**config.mk**
```make
export PLATFORM = sky130hd
export DESIGN_NAME = vg_run_ctrl
export DESIGN_NICKNAME = d
export VERILOG_FILES = /design/src/rtl/vg_run_ctrl.sv
export SDC_FILE = /design/constraint.sdc
export NUM_CORES = 1
export LEC_CHECK = 0
export CELL_PAD_IN_SITES_DETAIL_PLACEMENT = 0
export CELL_PAD_IN_SITES_GLOBAL_PLACEMENT = 1
export CORE_MARGIN = 2
export CORE_UTILIZATION = 37
export DETAILED_ROUTE_END_ITERATION = 8
export PLACE_DENSITY = 0.83
export SETUP_SLACK_MARGIN = 0.02
export SLEW_MARGIN = 15
export SYNTH_ARGS = -nofsm -noshare
export SYNTH_HDL_FRONTEND = slang
export SYNTH_SLANG_ARGS = --single-unit
```
**constraint.sdc**
```tcl
create_clock -name clk -period 2.85 [get_ports clk]
set_input_delay 0.57 -clock clk [delete_from_list [all_inputs] [get_ports clk]]
set_output_delay 0.57 -clock clk [all_outputs]
set_load 0.03 [all_outputs]
```
**src/rtl/vg_run_ctrl.sv**
```systemverilog
// Run-state controller for the vector generator: go/reset strobes to start/abort pulses.
// Optional hung-list watchdog enabled by defining VG_WATCHDOG_EN.
module vg_run_ctrl #(
  parameter int unsigned TIMEOUT_CYCLES = 200000,
  parameter int unsigned WDOG_W         = 18
) (
  input  logic       clk,
  input  logic       rst,
  input  logic       clk_en,
  input  logic       vggo,
  input  logic       vgrst,
  input  logic       vg_done,
  output logic       vg_start,
  output logic       vg_abort,
  output logic       halt,
  output logic       pending,
  output logic [7:0] frame_count,
  output logic       timeout
);

  localparam logic [1:0] IDLE   = 2'd0;
  localparam logic [1:0] LAUNCH = 2'd1;
  localparam logic [1:0] RUN    = 2'd2;
  localparam logic [1:0] ABORT  = 2'd3;

  if (TIMEOUT_CYCLES < 1 || (TIMEOUT_CYCLES >> WDOG_W) != 0) begin : g_bad_cfg
    $error("vg_run_ctrl: WDOG_W too narrow for TIMEOUT_CYCLES");
  end

  logic [1:0] state;
  logic [1:0] state_nx;
  logic       pending_nx;
  logic       count_en;
  logic       wd_fire;
  logic       go;
  logic       kill;

  assign go   = vggo  & clk_en;
  assign kill = vgrst & clk_en;

  assign halt     = (state == IDLE);
  assign vg_start = (state == LAUNCH);
  assign vg_abort = (state == ABORT);

  always_comb begin
    state_nx   = state;
    pending_nx = pending;
    count_en   = 1'b0;
    case (state)
      IDLE: begin
        if (kill)    state_nx = ABORT;
        else if (go) state_nx = LAUNCH;
      end
      LAUNCH: begin
        if (kill) begin
          state_nx   = ABORT;
          pending_nx = 1'b0;
        end else begin
          state_nx = RUN;
          if (go) pending_nx = 1'b1;
        end
      end
      RUN: begin
        // kill outranks done (no count), done outranks the watchdog
        if (kill) begin
          state_nx   = ABORT;
          pending_nx = 1'b0;
        end else if (vg_done) begin
          count_en = 1'b1;
          if (pending || go) begin
            state_nx   = LAUNCH;
            pending_nx = 1'b0;
          end else begin
            state_nx = IDLE;
          end
        end else if (wd_fire) begin
          state_nx   = ABORT;
          pending_nx = 1'b0;
        end else if (go) begin
          pending_nx = 1'b1;
        end
      end
      default: state_nx = IDLE;
    endcase
  end

  always_ff @(posedge clk or posedge rst) begin
    if (rst) begin
      state       <= IDLE;
      pending     <= 1'b0;
      frame_count <= '0;
    end else begin
      state   <= state_nx;
      pending <= pending_nx;
      if (count_en) frame_count <= frame_count + 8'd1;
    end
  end

`ifdef VG_WATCHDOG_EN
  logic [WDOG_W-1:0] wdog;

  // Held at zero outside RUN, so it is clear on every entry to RUN.
  always_ff @(posedge clk or posedge rst) begin
    if (rst)               wdog <= '0;
    else if (state != RUN) wdog <= '0;
    else                   wdog <= wdog + WDOG_W'(1);
  end

  assign wd_fire = (state == RUN) && (wdog == WDOG_W'(TIMEOUT_CYCLES - 1)) && !vg_done;

  always_ff @(posedge clk or posedge rst) begin
    if (rst)          timeout <= 1'b0;
    else if (wd_fire) timeout <= 1'b1;
    else if (kill)    timeout <= 1'b0;
  end
`else
  assign wd_fire = 1'b0;
  assign timeout = 1'b0;
`endif

endmodule

```
# == After elaboration in Yosys (flattened, before gate mapping) ==
# Cells that the tools add are included.
# classes
n_eq_ne,6
mux,16
n_reduce_logical,5
n_bitwise,2
add_sub_neg,1
# ops
op,count
2-to-1 mux 1 bit,10
adder 8 x 1 -> 8 bit (second input constant),1
2-to-1 mux 2 bit,4
one-hot mux 2 bit (3 select lines),1
== test 2 bit (second input constant),2
!= test 4 bit (second input constant),1
AND reduction 2 bit,2
!= test 3 x 1 -> 1 bit (second input constant),1
!= test 3 bit (second input constant),1
AND 1 bit,2
== test 2 x 1 -> 1 bit (second input constant),1
logical NOT 2 bit,1
one-hot mux 1 bit (2 select lines),1
nonzero test 2 bit,1
logical OR 1 bit,1
# totals
out_inout_bits,13
regBits,11
inputBits,6
wordCells,33

# == Logic depth before layout (Yosys ltp) ==
# Gate-level depths: netlist of run 1.
# depth
word_depth,6
ltp_mapped,6

# == Worst setup path before layout of run 1 ==
# OpenSTA, ideal clock, no wires.
# synth_timing
kind,reg2reg
startpoint,register state[1]
endpoint,register state[0]
arrival_time_ns,1.555
synth_period_minus_slack_ns,1.680
required_time_ns,2.725
slack_ns,1.170
stages_incl_launch_ff,7
cell_sequence,dfrtp_1 -> inv_1 -> ha_1 -> or2_1 -> a221oi_2 -> nor2_1 -> mux2_2
# synth_via
elab_cells_between_ends,7
# synth_lines
element,line_no,text
"start, declared",30,logic [1:0] state;
"start signal, assigned",93,state <= state_nx;
== test 2 x 1 -> 1 bit,-,
named net vg_start,13,"output logic vg_start,"
one-hot mux 2 bit (3 select lines),49,case (state)
# The timed path passes the listed nets, and every way through them passes these cells.
# A chain may end at the register's enable or synchronous reset.

# == Final worst setup path of run 1 ==
# layout_timing
startpoint,register state[0]
endpoint,output port halt
# layout_via
elab_chain_cells,1
# layout_lines
element,line_no,text
logical NOT 2 bit,41,assign halt = (state == IDLE);
"end, declared",15,"output logic halt,"
# No other way between the ends.

==> impl_summary.txt, run 1 <==
----------------------------------------------------
[Pwr]
  Combinational cell fraction of total power ... 0.558
  Share of total power in sequential cells ... 0.315
  Clock network fraction of design power ... 0.127
  Share of total power consumed by net switching ... 0.444
  Int Pwr ... 0.478 mW
  Highest ir drop seen on vdd ... 0.576 mV
  Total power per unit cell area ... 991 mW/mm^2
  Leakage Power ... 0.407 nW
  Switching pwr ... 0.381 mW

[Yosys]
  Post-synth top cells ... 11 x sky130_fd_sc_hd__dfrtp_1, 6 x sky130_fd_sc_hd__ha_1, 6 x sky130_fd_sc_hd__inv_1, 6 x sky130_fd_sc_hd__nand2_1, 4 x sky130_fd_sc_hd__xor2_1
  Post-synthesis share of cell area spent on full adders, half adders and majority gates ... 0.114
  Library cells used by synthesis ... 29
  Post-synth top flop ... sky130_fd_sc_hd__dfrtp_1
  Fraction of the mapped netlist area in compound gates ... 0.0722
  Share of async-settable or async-resettable flops after synthesis ... 1.00
  Number of synthesized flops with an enable pin ... 0
  FF+latch count, synth ... 11
  Count of synthesis-stage warnings from yosys ... 0
  Synth Net Count ... 73
  Area contributors post-synth ... sky130_fd_sc_hd__dfrtp_1 42%, sky130_fd_sc_hd__ha_1 11%, sky130_fd_sc_hd__xor2_1 5.3%
  XOR/XNOR share of the synthesized area ... 0.0932
  Sequential element share of the synthesized area ... 0.418
  Most instantiated library cell after synthesis ... sky130_fd_sc_hd__dfrtp_1
  Synthesized-area fraction occupied by and/or/nand/nor cells ... 0.184
  Instance count of the mapped netlist ... 61
  Dominant combinational cell family by area after synthesis ... simple AND/OR/NAND/NOR gates
  Syn avg cell area ... 10.8 um^2
  Mapped cell area ... 658 um^2
  Cell accounting for the most synthesized area ... sky130_fd_sc_hd__dfrtp_1
  Mux cell area share after synthesis ... 0.0494
  Area share of the largest cell type after synthesis ... 0.418

[Floorplan]
  Initial core utilization ... 0.385
  Die outline width ... 46.2 um
  Vertical die dimension ... 46.2 um
  Site Rows ... 15
  Area of the core ... 0.00171 mm^2
  Boundary pin count ... 19
  Die footprint ... 0.00213 mm^2

[Timing]
  Number of hold violations in the final report ... 0
  Unrepaired setup endpoints after global routing ... false
  Final Setup Violations ... 0
  Max-slew violation count ... 0
  Post-route setup TNS ... 0 ns
  Minimum clock period ... 2.32 ns
  Fmax ... 431 MHz
  Portion of the clock cycle consumed by the worst path in the final layout ... 0.814
  Post-Route Skew ... 0.00717 ns

[Layout]
  Utilization after layout ... 0.508
  Area growth from synthesis to final layout ... 31.7%
  Final nets ... 93
  Share of cells above drive strength 1 ... 0.125
  Diodes inserted ... 0

[Detailed routing]
  Number of nets with antenna violations after detailed routing ... 0
  Initial detailed-routing violation count ... 3
  Detailed Routing Iterations Pass 1 ... 4
  Total Routed Length ... 1190 um
  Wirelength per Cell ... 11.3 um
  Via count ... 469
  Residual DRC count ... 0
  Via-to-Cell Ratio ... 4.47

[Worst setup path]
  Worst setup path startpoint ... state[0]$_DFFE_PP0P_
  Worst Setup Start Kind ... flop
  Reg-to-reg critical path endpoint ... state[0]$_DFFE_PP0P_
  Crit Path Max Fanout ... 7
  Required time at the endpoint of the critical path ... 2.28 ns
  Source of the worst register-to-register timing path ... state[0]$_DFFE_PP0P_
  Destination of the critical timing path ... halt
  Kind of end point of the critical path ... primary output
  Register-to-register setup slack ... 1.04 ns
  Critical Path AT ... 1.75 ns
  FF-to-FF path depth ... 6
  WS Path Type ... reg -> out

[Hold path]
  Worst hold start ... frame_count[7]$_DFFE_PP0P_
  HP Class ... reg -> reg

[Clock network]
  Buffer depth of the longest clock path ... 2
  Clock latency on the worst-skew pair ... 0.27 ns
  Clock input transition at the sequential cells of the worst setup and hold paths ... 0.08 ns
  Number of levels the H-tree was split into ... 1
  Clock Tree Root ... sky130_fd_sc_hd__clkbuf_4
  Setup fix buffers added after clock tree synthesis ... 0
  CTS tree ... yes
  Post-cts resize count ... 0
  Inserted Clock Buffers ... 3
  Post-cts hold buffer count ... 0
  Number of sinks handled by clock tree synthesis ... 11

[Place]
  Half-perimeter wire length of the detailed placement result ... 899 um
  GP Congestion ... 0.678
  Input/output buffers ... 17

[Global route]
  First-pass GRT wire length ... 1940 um
  Overflow left after global routing ... 0
  Pin count of the biggest net entering global routing ... 12
  Global-route usage over all layers ... 0.134
  Initial antenna violation count ... 0
  Vias in the first global route ... 424

[Status]
  Status ... complete, no violations

[Run]
  Maximum Capacitance Violations ... 0

----------------------------------------------------
## kinds of logic (layout without fill, tap and decap cells)
group,count (synthesis),count (layout)
muxes,3,3
AOI/OAI and AO/OA,6,6
other,1,1
buffers and inverters,8,27
adders and majority gates,6,6
DFF,11,11
and+or+nand+nor,19,19
xor gates and xnor gates,7,7
## layer usage
metal	vias to the layer above	wire length [um]	part of all wire	GRT usage
li1	239	-	-	-
met1	214	585	0.49	0.164
met5	-	0	0	0
met4	0	0	0	0.0343
met2	16	561	0.47	0.203
met3	0	40	0.034	0.0745
## state kept, by name, indices dropped and copies added, names as in the netlist
signal,cells
pending,1
state,2
frame_count,8
## worst max-delay path, cell delays in order, from the launching register on
cell and delay, ns:
sky130_fd_sc_hd__dfrtp_1 0.45, sky130_fd_sc_hd__inv_1 0.11, sky130_fd_sc_hd__ha_1 0.22, sky130_fd_sc_hd__clkdlybuf4s50_1 0.70
## power by group through the flow
stage,logic [mW],clock network [mW],registers (mW)
after floorplan,0.260,0,0.336
after global placement,0.475,0,0.272
after detailed placement,0.483,0,0.275
after CTS,0.486,0.114,0.271
after global routing,0.520,0.124,0.284
final,0.479,0.110,0.271
## worst min-delay path by stage
stage,end,slack (ns),depth (start not counted)
2_1_floorplan,frame_count[0]$_DFFE_PP0P_,0.42,1
3_3_place_gp,frame_count[7]$_DFFE_PP0P_,0.46,1
3_5_place_dp,frame_count[7]$_DFFE_PP0P_,0.47,1
4_1_cts,frame_count[7]$_DFFE_PP0P_,0.48,1
5_1_grt,frame_count[7]$_DFFE_PP0P_,0.51,1
6_report,frame_count[7]$_DFFE_PP0P_,0.48,1
## layout by cell type (no fill, tap or decap), drive strengths merged
cell type / count
mux2i: 1
a21o: 1
inv: 6
o21ai: 1
or2: 1
and2: 1
nor2: 2
nor4: 2
a221oi: 1
a21oi: 1
clkbuf: 4
dfrtp: 11
nand2: 7
nor3b: 1
xnor2: 3
a22o: 1
nand3: 3
ha: 6
xor2: 4
nand4: 1
nor3: 1
mux2: 2
clkdlybuf4s50: 17
conb: 1
o22ai: 1
## area by class of cell
class | instances | area, um^2
Inverter | 6 | 22.5
Timing Repair Buffer | 17 | 170
Fill cell | 160 | 841
Tap cell | 25 | 31.3
Sequential cell | 11 | 275
Multi-Input combinational cell | 42 | 342
Clock buffer | 4 | 26.3
## per-stage QoR
stage / hold WS [ns] / std cells / cell area, um^2 / power (mW) / worst slack, ns
4_1_cts: 0.478 / 105 / 867 / 0.872 / 0.522
3_5_place_dp: 0.468 / 101 / 841 / 0.757 / 0.837
6_report: 0.482 / 105 / 867 / 0.859 / 0.531
3_3_place_gp: 0.459 / 101 / 841 / 0.746 / 0.872
2_1_floorplan: 0.422 / 61 / 658 / 0.596 / 1.17
5_1_grt: 0.513 / 105 / 867 / 0.928 / 0.427
Note: power is estimated with default switching activity, not from simulation.
==> run 2: changes to the inputs <==
- CORE_UTILIZATION: 37 -> 34
- PLACE_DENSITY: 0.83 -> 0.77
- clock period: 2.85 -> 2.25 ns (I/O delays scaled with it)
==> run 2 against run 1 <==
Compared with the run above: combinational power increased by 25%; design area increased by 0.58%; global-route usage about the same; first-iteration DRC count decreased by 67%; worst setup slack got worse by 0.29 ns; critical endpoint is now vg_abort.
==> impl_summary.txt, run 2 (synthesized netlist as in run 1, its figures left out) <==
----------------------------------------------------
[Detailed routing]
  Detailed route wirelength on metal2 ... 556 um
  Met1 Wirelength ... 563 um
  Via-to-Cell Ratio ... 4.47
  Initial detailed-routing violation count ... 1
  Detailed Routing Iterations Pass 1 ... 4
  Number of nets with antenna violations after detailed routing ... 0
  Top routing layer in use ... met4
  Residual DRC count ... 0
  Via count ... 469
  Routed met3 length ... 68 um
  Wirelength per Cell ... 11.4 um
  Total Routed Length ... 1200 um

[Global route]
  Global-route usage over all layers ... 0.134
  Vias in the first global route ... 447
  Pin count of the biggest net entering global routing ... 12
  Overflow left after global routing ... 0
  First-pass GRT wire length ... 2010 um
  Initial antenna violation count ... 0

[Pwr]
  Switching pwr ... 0.482 mW
  Post-layout total power ... 1.08 mW
  Combinational cell fraction of total power ... 0.555
  Clock network fraction of design power ... 0.129
  Int Pwr ... 0.602 mW
  Share of total power in sequential cells ... 0.317
  Highest ir drop seen on vdd ... 0.522 mV
  Leakage Power ... 0.435 nW
  Total power per unit cell area ... 1240 mW/mm^2
  Share of total power consumed by net switching ... 0.444

[Floorplan]
  Die outline width ... 48.0 um
  Area of the core ... 0.00176 mm^2
  Initial core utilization ... 0.373
  Die footprint ... 0.00230 mm^2
  Vertical die dimension ... 48.0 um
  Boundary pin count ... 19
  Site Rows ... 15

[Timing]
  Max-slew violation count ... 0
  Minimum clock period ... 2.01 ns
  Unrepaired setup endpoints after global routing ... false
  Fmax ... 497 MHz
  Final Setup Violations ... 0
  Portion of the clock cycle consumed by the worst path in the final layout ... 0.894
  Number of hold violations in the final report ... 0
  Post-Route Skew ... 0.00940 ns
  Post-route setup TNS ... 0 ns

[Clock network]
  CTS tree ... yes
  Number of sinks handled by clock tree synthesis ... 11
  Inserted Clock Buffers ... 3
  Number of levels the H-tree was split into ... 1
  Clock latency on the worst-skew pair ... 0.27 ns
  Buffer depth of the longest clock path ... 2
  Clock Tree Root ... sky130_fd_sc_hd__clkbuf_4
  Clock input transition at the sequential cells of the worst setup and hold paths ... 0.08 ns
  Setup fix buffers added after clock tree synthesis ... 0

[Layout]
  Area growth from synthesis to final layout ... 32.5%
  Post-route cell area ... 872 um^2
  Flip-flop count of the largest register after layout ... 8
  Utilization after layout ... 0.494
  Registers with the most flip-flops ... frame_count (8), state (2), pending (1)
  Share of cells above drive strength 1 ... 0.125
  Most common library cell in the layout ignoring fill and taps ... sky130_fd_sc_hd__clkdlybuf4s50_1
  Commonest cells after routing, fill and taps aside ... 15 x sky130_fd_sc_hd__clkdlybuf4s50_1, 11 x sky130_fd_sc_hd__dfrtp_1, 6 x sky130_fd_sc_hd__inv_1, 6 x sky130_fd_sc_hd__nand2_1, 6 x sky130_fd_sc_hd__ha_1
  Register with the most flip-flops ... frame_count
  Final nets ... 93
  Diodes inserted ... 0

[Place]
  Area after DPL ... 841 um^2
  Input/output buffers ... 17
  GP Congestion ... 0.666
  Half-perimeter wire length of the detailed placement result ... 912 um

[Run]
  Maximum Capacitance Violations ... 0

[Worst setup path]
  Required time at the endpoint of the critical path ... 1.80 ns
  WS Path Type ... reg -> out
  Combined buffer and inverter count along the critical path ... 1
  Crit Path Max Fanout ... 7
  Largest stage delay on the critical path ... 0.66 ns
  Slowest stage cell on the critical path ... sky130_fd_sc_hd__clkdlybuf4s50_1
  Worst Setup Start Kind ... flop
  Critical Path AT ... 1.56 ns
  Kind of end point of the critical path ... primary output
  Sequence of cells on the critical path ... ha_1 > clkdlybuf4s50_1
  Category of cells accounting for the largest share of critical-path delay ... buffers and inverters

[Hold path]
  HP Class ... in -> async

[Status]
  Status ... complete, no violations

----------------------------------------------------
[run 2: path summary, 6_finish.rpt]
check | endpoint | start | depth (start not counted) | slack (ns)
setup reg to reg | state[0]$_DFFE_PP0P_ | state[0]$_DFFE_PP0P_ | 6 | 0.45
setup / recovery | vg_abort | state[0]$_DFFE_PP0P_ | 2 | 0.24
hold / removal | frame_count[4]$_DFFE_PP0P_ | rst | 2 | 0.46
max in group asynchronous | frame_count[0]$_DFFE_PP0P_ | rst | 2 | 1.48
min in group clk | frame_count[7]$_DFFE_PP0P_ | frame_count[7]$_DFFE_PP0P_ | 1 | 0.47
hold reg to reg | frame_count[7]$_DFFE_PP0P_ | frame_count[7]$_DFFE_PP0P_ | 1 | 0.47
[run 2: cell type report]
cell class,instances,area (um^2)
flip-flops and latches,11,275
clock buffers,4,26.3
inverters,6,22.5
fillers,190,892
multi-input cells,42,342
well taps,25,31.3
repair buffers,17,175
[run 2: through the flow]
stage | cells | hold WS (ns) | setup slack, ns
6_report | 105 | 0.462 | 0.238
3_3_place_gp | 101 | 0.459 | 0.390
3_5_place_dp | 101 | 0.468 | 0.362
4_1_cts | 105 | 0.466 | 0.0393
5_1_grt | 105 | 0.506 | 0.113
2_1_floorplan | 61 | 0.302 | 0.570
[run 2: worst register-to-register path: stages, from the launching register on]
cell	delay [ns]
sky130_fd_sc_hd__dfrtp_1	0.44
sky130_fd_sc_hd__inv_1	0.09
sky130_fd_sc_hd__ha_1	0.27
sky130_fd_sc_hd__or2_1	0.26
sky130_fd_sc_hd__a221oi_2	0.30
sky130_fd_sc_hd__nor2_1	0.06
sky130_fd_sc_hd__mux2_2	0.26
[run 2: timing repair]
item	in CTS	in global routing
hold buffers	0	0
endpoints found under the setup margin	0	2
gates resized for setup	0	2
[run 2: power by group through the flow]
stage / Combinational, mW / Clock (mW) / Sequential, mW
2_1_floorplan: 0.329 / 0 / 0.425
3_3_place_gp: 0.605 / 0 / 0.345
3_5_place_dp: 0.610 / 0 / 0.347
4_1_cts: 0.613 / 0.148 / 0.344
5_1_grt: 0.652 / 0.160 / 0.359
6_report: 0.601 / 0.139 / 0.343
[run 2: per-layer routing]
layer  vias up  track usage
met5         -            0
met4         0       0.0486
met3         2       0.0717
met2        15        0.205
met1       215        0.158
li1        237            -
